### src/rtl/mul_pkg.sv
// Shared types and constants for the sequential radix-4 Booth multiplier.
package mul_pkg;

  localparam int unsigned MUL_N    = 32;
  localparam int unsigned ITER_CNT = MUL_N / 4;

  typedef enum logic [1:0] {
    IDLE,
    ACC,
    FINAL
  } state_e;

  typedef enum logic [2:0] {
    ZERO,
    POS1,
    POS2,
    NEG1,
    NEG2
  } booth_digit_e;

  function automatic booth_digit_e booth_decode(input logic [2:0] trip);
    booth_digit_e d;
    case (trip)
      3'b001, 3'b010: d = POS1;
      3'b011:         d = POS2;
      3'b100:         d = NEG2;
      3'b101, 3'b110: d = NEG1;
      default:        d = ZERO;
    endcase
    return d;
  endfunction

endpackage

### src/rtl/booth_pp_gen.sv
// One radix-4 Booth partial product: sign-extended |d|*A shifted by 2k,
// one's-complemented for negative digits with the +1 returned as corr_o.
module booth_pp_gen
  import mul_pkg::*;
#(
  parameter int unsigned N  = 32,
  parameter int unsigned KW = 4
) (
  input  logic [N-1:0]   a_i,
  input  logic [2:0]     trip_i,
  input  logic [KW-1:0]  k_i,
  output logic [2*N-1:0] pp_o,
  output logic           corr_o
);

  localparam int unsigned W = 2 * N;

  logic [W-1:0]  a_ext;
  logic [W-1:0]  mag;
  logic [KW:0]   sh;
  booth_digit_e  digit;

  assign a_ext = {{N{a_i[N-1]}}, a_i};
  assign sh    = {k_i, 1'b0};
  assign digit = booth_decode(trip_i);

  always_comb begin
    mag    = '0;
    pp_o   = '0;
    corr_o = 1'b0;
    case (digit)
      POS1, NEG1: mag = a_ext;
      POS2, NEG2: mag = a_ext << 1;
      default:    mag = '0;
    endcase
    // Shifting in zeros below bit 2k keeps the +1 correction at exactly bit 2k.
    if (digit == NEG1 || digit == NEG2) begin
      pp_o   = (~mag) << sh;
      corr_o = 1'b1;
    end else begin
      pp_o   = mag << sh;
    end
  end

endmodule

### src/rtl/csa42.sv
// 4:2 carry-save reducer (two chained 3:2 stages), carry-in tied low, mod 2^W.
module csa42 #(
  parameter int unsigned W = 64
) (
  input  logic [W-1:0] x0_i,
  input  logic [W-1:0] x1_i,
  input  logic [W-1:0] x2_i,
  input  logic [W-1:0] x3_i,
  output logic [W-1:0] sum_o,
  output logic [W-1:0] carry_o
);

  logic [W-1:0] s1;
  logic [W-1:0] c1;
  logic [W-1:0] maj1;
  logic [W-1:0] maj2;

  assign s1      = x0_i ^ x1_i ^ x2_i;
  assign maj1    = (x0_i & x1_i) | (x0_i & x2_i) | (x1_i & x2_i);
  assign c1      = {maj1[W-2:0], 1'b0};
  assign sum_o   = s1 ^ x3_i ^ c1;
  assign maj2    = (s1 & x3_i) | (s1 & c1) | (x3_i & c1);
  assign carry_o = {maj2[W-2:0], 1'b0};

endmodule

### src/rtl/booth_mul_seq.sv
// Iterative signed NxN multiplier: two Booth digits per cycle reduced into a
// carry-save accumulator, then one carry-propagate cycle into HI/LO.
module booth_mul_seq
  import mul_pkg::*;
#(
  parameter int unsigned N = MUL_N
) (
  input  logic         clk,
  input  logic         rst,
  input  logic         i_start,
  input  logic [N-1:0] i_a,
  input  logic [N-1:0] i_b,
  output logic         o_busy,
  output logic         o_valid,
  output logic [N-1:0] o_hi,
  output logic [N-1:0] o_lo
);

  localparam int unsigned W     = 2 * N;
  localparam int unsigned ITERS = ITER_CNT * N / MUL_N;
  localparam int unsigned ITW   = (ITERS > 1) ? $clog2(ITERS) : 1;
  localparam int unsigned KW    = ITW + 1;

  state_e         state_q;
  logic [N-1:0]   a_q;
  logic [N:0]     b_sh_q;
  logic [ITW-1:0] iter_q;
  logic [W-1:0]   acc_sum_q, acc_carry_q, corr_q;
  logic           busy_q, valid_q;
  logic [N-1:0]   hi_q, lo_q;

  logic [KW-1:0]  k0, k1;
  logic [W-1:0]   pp0, pp1;
  logic           c0, c1;
  logic [W-1:0]   acc_sum_d, acc_carry_d, corr_d, prod_d;

  assign k0 = {iter_q, 1'b0};
  assign k1 = {iter_q, 1'b1};

  // b_sh_q carries the implicit b[-1]=0 in bit 0 and shifts four bits per iteration.
  booth_pp_gen #(.N(N), .KW(KW)) u_pp0 (
    .a_i    (a_q),
    .trip_i (b_sh_q[2:0]),
    .k_i    (k0),
    .pp_o   (pp0),
    .corr_o (c0)
  );

  booth_pp_gen #(.N(N), .KW(KW)) u_pp1 (
    .a_i    (a_q),
    .trip_i (b_sh_q[4:2]),
    .k_i    (k1),
    .pp_o   (pp1),
    .corr_o (c1)
  );

  csa42 #(.W(W)) u_csa (
    .x0_i    (acc_sum_q),
    .x1_i    (acc_carry_q),
    .x2_i    (pp0),
    .x3_i    (pp1),
    .sum_o   (acc_sum_d),
    .carry_o (acc_carry_d)
  );

  assign corr_d = corr_q | (W'(c0) << {k0, 1'b0}) | (W'(c1) << {k1, 1'b0});
  assign prod_d = acc_sum_q + acc_carry_q + corr_q;

  always_ff @(posedge clk or posedge rst) begin
    if (rst) begin
      state_q     <= IDLE;
      a_q         <= '0;
      b_sh_q      <= '0;
      iter_q      <= '0;
      acc_sum_q   <= '0;
      acc_carry_q <= '0;
      corr_q      <= '0;
      busy_q      <= 1'b0;
      valid_q     <= 1'b0;
      hi_q        <= '0;
      lo_q        <= '0;
    end else begin
      valid_q <= 1'b0;
      case (state_q)
        IDLE: begin
          if (i_start) begin
            a_q         <= i_a;
            b_sh_q      <= {i_b, 1'b0};
            iter_q      <= '0;
            acc_sum_q   <= '0;
            acc_carry_q <= '0;
            corr_q      <= '0;
            busy_q      <= 1'b1;
            state_q     <= ACC;
          end
        end
        ACC: begin
          acc_sum_q   <= acc_sum_d;
          acc_carry_q <= acc_carry_d;
          corr_q      <= corr_d;
          iter_q      <= iter_q + ITW'(1);
          b_sh_q      <= {4'b0000, b_sh_q[N:4]};
          if (iter_q == ITW'(ITERS - 1)) state_q <= FINAL;
        end
        FINAL: begin
          hi_q    <= prod_d[W-1:N];
          lo_q    <= prod_d[N-1:0];
          valid_q <= 1'b1;
          busy_q  <= 1'b0;
          state_q <= IDLE;
        end
        default: state_q <= IDLE;
      endcase
    end
  end

  assign o_busy  = busy_q;
  assign o_valid = valid_q;
  assign o_hi    = hi_q;
  assign o_lo    = lo_q;

endmodule
### config.mk
export PLATFORM = sky130hd
export DESIGN_NAME = booth_mul_seq
export DESIGN_NICKNAME = d
export VERILOG_FILES = /design/src/rtl/mul_pkg.sv /design/src/rtl/booth_pp_gen.sv /design/src/rtl/csa42.sv /design/src/rtl/booth_mul_seq.sv
export SDC_FILE = /design/constraint.sdc
export NUM_CORES = 1
export LEC_CHECK = 0
export ABC_AREA = 1
export ABC_CLOCK_PERIOD_IN_PS = 11100
export CORE_ASPECT_RATIO = 0.5
export CORE_MARGIN = 2
export CORE_UTILIZATION = 40
export CTS_CLUSTER_DIAMETER = 200
export CTS_CLUSTER_SIZE = 30
export DETAILED_ROUTE_END_ITERATION = 8
export GPL_TIMING_DRIVEN = 0
export PLACE_DENSITY = 0.54
export RECOVER_POWER = 25
export SYNTH_ARGS = -nofsm -noshare
export SYNTH_HDL_FRONTEND = slang
export SYNTH_HIERARCHICAL = 1
export SYNTH_SLANG_ARGS = --single-unit
### constraint.sdc
create_clock -name clk -period 11.1 [get_ports clk]
set_clock_uncertainty 0.2 [all_clocks]
set_input_delay 2.22 -clock clk [delete_from_list [all_inputs] [get_ports clk]]
set_output_delay 2.22 -clock clk [all_outputs]
set_load 0.1 [all_outputs]
==> results of run 1 <==
-- worst max path at each step --
| stage | start | to | slack (ns) |
|---|---|---|---|
| 2_1_floorplan | rst | a_q[0]$_DFFE_PP0P_ | 0.96 |
| 3_3_place_gp | rst | b_sh_q[10]$_DFFE_PP0P_ | -3.07 |
| 3_5_place_dp | i_start | b_sh_q[26]$_DFFE_PP0P_ | 6.35 |
| 4_1_cts | o_lo[14]$_DFFE_PP0P_ | o_lo[14] | 6.52 |
| 5_1_grt | rst | b_sh_q[8]$_DFFE_PP0P_ | 5.59 |
| 6_report | rst | b_sh_q[4]$_DFFE_PP0P_ | 6.11 |
-- synthesized netlist by cell type (11+ instances only) --
master / number / area share (%)
inv_2: 11 / 0.17
o21ai_1: 15 / 0.30
clkbuf_1: 67 / 1.0
a22o_1: 127 / 4.5
ha_1: 112 / 5.6
nand2_2: 14 / 0.35
nand2_1: 1291 / 19
nand4_1: 12 / 0.30
buf_2: 46 / 0.92
xnor2_1: 27 / 0.95
buf_1: 41 / 0.62
o21ai_0: 55 / 1.1
nor2_2: 11 / 0.28
nand3_1: 692 / 14
dfrtp_1: 280 / 28
a21oi_1: 47 / 0.94
nor3_1: 15 / 0.30
nor2_1: 162 / 2.4
fa_1: 142 / 11
inv_1: 324 / 4.9
-- worst max-delay path: cells and delay by family --
kind / cells / cell delay [ns]
buf+inv: 4 / 2.94
-- sequential cells by signal (all words and copies together), names as in the netlist --
signal / cells
acc_sum_q: 64
state_q: 2
o_lo: 32
iter_q: 3
corr_q: 16
a_q: 32
b_sh_q: 33
o_busy: 1
o_valid: 1
acc_carry_q: 64
o_hi: 32
-- logic make-up after synthesis --
| group | after synthesis |
|---|---|
| AO/OA/AOI/OAI | 271 |
| XOR/XNOR | 29 |
| adder cells (fa/ha/maj) | 254 |
| buffers and inverters | 501 |
| flip-flops | 280 |
| other | 3 |
| AND/OR/NAND/NOR | 2230 |
-- metal layers --
| metal | up-vias | GRT usage (%) | wire (um) |
|---|---|---|---|
| met4 | 0 | 3.73 | 1250 |
| met3 | 61 | 6.38 | 8480 |
| met5 | - | 0 | 0 |
| met1 | 11800 | 51.2 | 51700 |
| met2 | 897 | 42.7 | 39100 |
| li1 | 11900 | - | - |
-- final cells by class --
class / instances / area, sq um
Fill cell: 6510 / 33700
Inverter: 339 / 1270
Clock buffer: 13 / 325
Buffer: 162 / 696
Timing Repair Buffer: 134 / 1380
Sequential cell: 280 / 7010
Multi-Input combinational cell: 2787 / 15900
Clock inverter: 2 / 28.8
Tap cell: 825 / 1030
-- per-stage QoR --
step	hold WS (ns)	std cells	setup TNS (ns)	utilization [%]
2_1_floorplan	0.242	3568	0	-
3_3_place_gp	0.252	4525	-838.21	44.5
3_5_place_dp	0.258	4527	0	44.6
4_1_cts	0.286	4542	0	45.1
5_1_grt	0.310	4542	0	45.0
6_report	0.284	4542	0	45.0
==> run summary, run 1 <==
The flow ran to the end, but the final reports show violations. The final reports fail on capacitance limit, slew limit. The tools report the number of H-tree branching levels as 1.

The logs give 6 for the warning count from the yosys run and 0 for the total setup buffers inserted after CTS. After detailed routing, the total wire length is 101000 um. Hold buffer count at CTS: 0. Summing all placed instances gives a cell area of 27300 sq um. The die covers 64400 sq um. Dividing the detail-routed via count by the number of cells gives 5.43. The detailed-route DRC error count was 0. In this run the standard cell core region covers 61300 sq um.

Setup repair after global routing left no endpoint under its margin. Global routing finished with a remaining overflow of 0. The depth of the worst register-to-register path is 12, and the effective utilization at floorplan is 40.6%. The tools report the iteration-0 DRC count of the detailed router as 2846.

For the worst setup path, the data required time is 11.53 ns. Counting flops with a built-in enable in the synthesized netlist gives 0. For this run, the top clock speed supported by timing is 200 MHz. The library cell used most frequently in the layout, excluding fill and tap cells, is nand2_1.

In this run the tightest slew margin relative to its limit is -81.7%. Type of destination of the critical path: an async pin. The maximum clock path buffer count is 3. The number of violations of the max-capacitance limit was 1; the setup slack after placement was 6.35 ns. Clock-pin slew was measured on the worst setup and hold paths at 0.11 ns. Walking the worst path, the cells encountered are dlygate4sd3_1 -> clkinvlp_2 -> buf_16 -> buf_16. The tools report the number of antenna violations at the first check in global routing as 0. Measured along the y axis, the die boundary spans 180 um. The largest family of logic cells by synthesized area was simple AND/OR/NAND/NOR gates. Max-slew violation total from the final report: 58. In this run the core area contains 64 standard-cell rows. The layout-stage area growth over the synthesis result is 10.9%, and the number of setup violations in the final report is 0. The dominant synthesized flop cell was dfrtp_1. Synthesis produced 3568 cells. The minimum clock period after layout came out at 4.99 ns. Of the synthesized area, sequential elements account for 28.1%. The post-cts sizing count is 0. The logs give 0 for the final-report hold violation count and 6.11 ns for the smallest setup slack after layout. The startpoint of the worst-slack reg-to-reg timing path is b_sh_q[2]$_DFFE_PP0P_. In this run the worst path has a maximum fanout of 115. After synthesis, the share of cell area in mux cells is 0%.

Count of buffers from port buffering: 132. The number of nets handed over by synthesis was 3889. For this run, the post-layout net count is 4038. With fillers left out, the area of the finished cells amounts to 27600 sq um.

In the final layout, the share of cells above drive strength 1 is 3.12%. For this design, the sink count on the clock tree is 280. The run gives 23100 as the number of global-route vias before repair.

Counting flops with an async set or reset pin after synthesis yields a share of 100%. The worst hold path startpoint is o_lo[2]$_DFFE_PP0P_. In this run the clock root is driven by a clkbuf_16.

The first global-routing pass estimated 151000 um of wire. In this run the cell area of the synthesized design comes to 24900 sq um. The tools report the number of buffers added by the clock tree synthesis step as 13. The floorplan step set the die width to 357 um. The slowest stage of the critical path is the clkinvlp_2 cell. The mean cell area of the mapped netlist was 6.98 sq um. TritonCTS built the clock tree.

The worst register-to-register path ends at acc_sum_q[9]$_DFFE_PP0P_. The worst hold path belongs to the class flip-flop to flip-flop. The final clock period utilization by the worst path is 44.9%. The routability-driven placement congestion ratio is 1.03, and the HPWL after detailed placement is 85000 um.

The synthesized netlist devotes 7.64% of its cell area to compound gates. The number of antenna diodes was 0; the pin slew with the least headroom to its limit was 2.71 ns. The largest incremental delay on the critical path was 1.53 ns. The clock reaches the later pin of the worst-skew pair after 0.56 ns.

Of the total synthesized cell area, the portion taken by XOR and XNOR cells is 1.02%. The tools report the number of primary I/O pins as 133. Along the worst hold path, the cell count comes to 2. Entering global routing, the biggest net connects 116 pins. The path with the worst hold slack has its endpoint at o_lo[2]$_DFFE_PP0P_. Yosys mapped the design onto 43 distinct sky130hd cell types. The tools report the critical path arrival as 5.42 ns.

The flip-flop and latch count after synthesis is 280, and the first-pass iteration count of the detailed router is 6. After Yosys synthesis, and, or, nand and nor cells account for 38.3% of the synthesized area. Once detail routing completed, the nets flagged for antenna violations numbered 0. In the layout the commonest cells are 1298 x nand2_1, 698 x nand3_1, 323 x inv_1. The number of vias after detailed routing came out at 24600. STA classifies the critical path startpoint as an input port. The cell occurring most often along the worst timing path is buf_16.

Across every metal layer, demand over resource in global routing totals 31.4%. After detailed routing, the average wire length per cell comes to 22.1 um. The worst setup path is of the input port to async pin kind. The internal reg-to-reg setup slack is 7.14 ns, and the adder and majority gate portion of the synthesized area is 17.0%.
Power of run 1 is left out: the tool's default activity adds up to more than one toggle a clock period on the data nets, which glitch-free logic cannot reach.
==> run 2, diff against run 1 <==
--- a/config.mk
+++ b/config.mk
@@ -6,7 +6,7 @@
 export NUM_CORES = 1
 export LEC_CHECK = 0
 export ABC_AREA = 1
-export ABC_CLOCK_PERIOD_IN_PS = 11100
+export ABC_CLOCK_PERIOD_IN_PS = 5100
 export CORE_ASPECT_RATIO = 0.5
 export CORE_MARGIN = 2
 export CORE_UTILIZATION = 40
==> constraint.sdc (replaced) <==
create_clock -name clk -period 5.1 [get_ports clk]
set_clock_uncertainty 0.2 [all_clocks]
set_input_delay 1.02 -clock clk [delete_from_list [all_inputs] [get_ports clk]]
set_output_delay 1.02 -clock clk [all_outputs]
set_load 0.1 [all_outputs]
==> run 2 against run 1 <==
Critical path depth unchanged. The flow still finishes with violations (capacitance limit, slew limit). Cell area up 0.36%. Die area unchanged. Cell count up 0.15%. Via count up 0.69%. Largest cell class unchanged. Sequential share of layout area down 0.090 points. Non-clock buffer count up 6. Flip-flop and latch count unchanged. Clock-buffer cell count unchanged.
==> run summary, run 2 (synthesis results as in run 1) <==
The number of antenna violations at the first check in global routing was 0 (unchanged). The cell with the biggest individual delay on the critical path was clkbuf_1 (was clkinvlp_2). The first-pass iteration count of the detailed router is 6 (unchanged), and the minimum clock period after layout is 4.01 ns. The largest incremental delay on the critical path is 1.57 ns (was 1.53 ns).

The path category of the worst min-delay check is flip-flop to flip-flop (unchanged). The iteration-0 DRC count of the detailed router is 2668 (was 2846), and the proportion of layout cells with a drive suffix above 1 is 3.60% (was 3.12%). The post-detailed-route via-to-cell ratio is 5.45 (was 5.43), and the pin slew with the least headroom to its limit is 2.18 ns (was 2.71 ns). The run gives 84900 um (was 85000 um) as the HPWL after detailed placement.

The chip height came out at 180 um (unchanged). For this run, the top clock speed supported by timing is 249 MHz. The critical path arrival is 4.05 ns (was 5.42 ns), and the floorplan die area is 64400 sq um (unchanged).

The run gives 1.09 ns (was 6.11 ns) as the smallest setup slack after layout. The final-report hold violation count came out at 0 (unchanged). The tools report the total global routing track utilization as 31.1% (was 31.4%). Top flop regs: acc_carry_q: 64 flops, acc_sum_q: 64 flops, b_sh_q: 33 flops (unchanged).

The logs give 5.14 ns (was 11.53 ns) for the worst endpoint required time and 40.6% (unchanged) for the effective utilization at floorplan. The global-route wire length before repair is 151000 um (about the same). The layout-stage area growth over the synthesis result came out at 11.3% (was 10.9%). Top library cells by usage in the layout, fill and taps aside: 1291 x nand2_1, 692 x nand3_1, 323 x inv_1 (was 1298 x nand2_1, 698 x nand3_1, 323 x inv_1). The run gives 64 (unchanged) as the floorplan row count. For the total setup buffers inserted after CTS, the log shows 0 (unchanged). The maximum clock path buffer count is 3 (unchanged). The die boundary width is 357 um (unchanged), and the count of buffers from port buffering is 132 (unchanged). The tools report the number of nets still failing antenna checks after routing as 0 (unchanged). The register clock-pin slew on the reported worst setup and hold paths works out to 0.12 ns (was 0.11 ns). The tools report the fill cell total of the finished layout as 6569 (was 6510).

The run gives 0 (unchanged) as the number of setup violations in the final report. The most common cell after layout, fill and taps aside was nand2_1 (unchanged). The worst path uses 78.7% of the clock period.

The final routed wire length divided by cell count came out at 22.0 um (was 22.1 um). The max-slew violation total from the final report is 141 (was 58). The number of vias after detailed routing is 24800 (was 24600), and the hold buffer count at CTS is 0 (unchanged).

The wire length after detailed routing came out at 99900 um (was 101000 um). Placeable core region: 61300 sq um (unchanged). Sort of element at the start of the critical path: an input port (unchanged).

The tools report the relative slew slack as -45.6% (was -81.7%). List of cells traversed by the critical path: dlygate4sd3_1 -> clkinvlp_2 -> buf_12 -> clkbuf_1 (was dlygate4sd3_1 -> clkinvlp_2 -> buf_16 -> buf_16). The routability-driven placement congestion ratio was 1.02 (was 1.03). TritonCTS built the clock tree. Setup repair after global routing left no endpoint under its margin. The clock sink count is 280 (unchanged).

The kind of critical path is input port to async pin (unchanged). The number of nets at the end of the flow was 4044 (was 4038); the number of violations of the max-capacitance limit was 4 (was 1). The tools report the detailed-route DRC error count as 0 (unchanged). The residual overflow from global routing is 0 (unchanged), and the setup slack after placement is 1.16 ns (was 6.35 ns).

The run finished, with violations left. The run gives 133 (unchanged) as the number of primary I/O pins. The source-to-sink clock delay at the later pin of the worst-skew pair was 0.57 ns (was 0.56 ns); the largest fanout of any net on the critical path was 38 (was 115). The type of destination of the critical path was an async pin (unchanged). The tools report the number of H-tree branching levels as 1 (unchanged). The number of buffers added by the clock tree synthesis step is 13 (unchanged), and the number of global-route vias before repair is 23200 (was 23100).

The clock root buffer master was clkbuf_16 (unchanged). The maximum number of pins on one net before global-route repair came out at 41 (was 116). The tools report the post-cts sizing count as 0 (unchanged).

Violated checks: capacitance limit, slew limit (unchanged).
[run 2: metrics by stage]
| step | instances | TNS (ns) | hold WS, ns | util (%) | instance area, sq um |
|---|---|---|---|---|---|
| 6_report | 4549 | 0 | 0.284 | 45.2 | 27700 |
| 3_5_place_dp | 4533 | 0 | 0.258 | 44.7 | 27400 |
| 3_3_place_gp | 4525 | -585.75 | 0.254 | 44.5 | 27300 |
| 4_1_cts | 4548 | 0 | 0.288 | 45.3 | 27800 |
| 5_1_grt | 4548 | 0 | 0.313 | 45.2 | 27700 |
| 2_1_floorplan | 3568 | 0 | 0.242 | - | 24900 |
[run 2: layout make-up]
| class | instances | area, sq um | share of cell area, % |
|---|---|---|---|
| clock inverters | 2 | 28.8 | 0.104 |
| inverters | 339 | 1270 | 4.59 |
| plain buffers | 162 | 696 | 2.51 |
| well taps | 825 | 1030 | 3.72 |
| flip-flops and latches | 280 | 7010 | 25.3 |
| repair buffers | 140 | 1420 | 5.11 |
| multi-input cells | 2787 | 15900 | 57.5 |
| diodes | 1 | 2.50 | 0.00903 |
| clock buffers | 13 | 325 | 1.17 |
[run 2: worst paths after layout]
path / start / end / slack (ns) / depth (start not counted)
min: o_lo[1]$_DFFE_PP0P_ / o_lo[1]$_DFFE_PP0P_ / 0.28 / 2
max: rst / b_sh_q[3]$_DFFE_PP0P_ / 1.09 / 4
min in group asynchronous: rst / o_lo[23]$_DFFE_PP0P_ / 0.83 / 2
min reg2reg: o_lo[1]$_DFFE_PP0P_ / o_lo[1]$_DFFE_PP0P_ / 0.28 / 2
max in group clk: b_sh_q[2]$_DFFE_PP0P_ / acc_sum_q[9]$_DFFE_PP0P_ / 1.09 / 12
max reg2reg: b_sh_q[2]$_DFFE_PP0P_ / acc_sum_q[9]$_DFFE_PP0P_ / 1.09 / 12
[run 2: worst max-delay path, delay by kind of cell]
family	cells	cell delay (ns)
buffers and inverters	4	2.95
[run 2: metal layers]
layer | vias to the layer above | GRT usage (%) | wire length, um
li1 | 11900 | - | -
met1 | 11900 | 50.9 | 51600
met2 | 934 | 42.1 | 38300
met3 | 101 | 5.37 | 7770
met4 | 0 | 5.68 | 2210
met5 | - | 0 | 0
Power of run 2 is left out for the same reason.
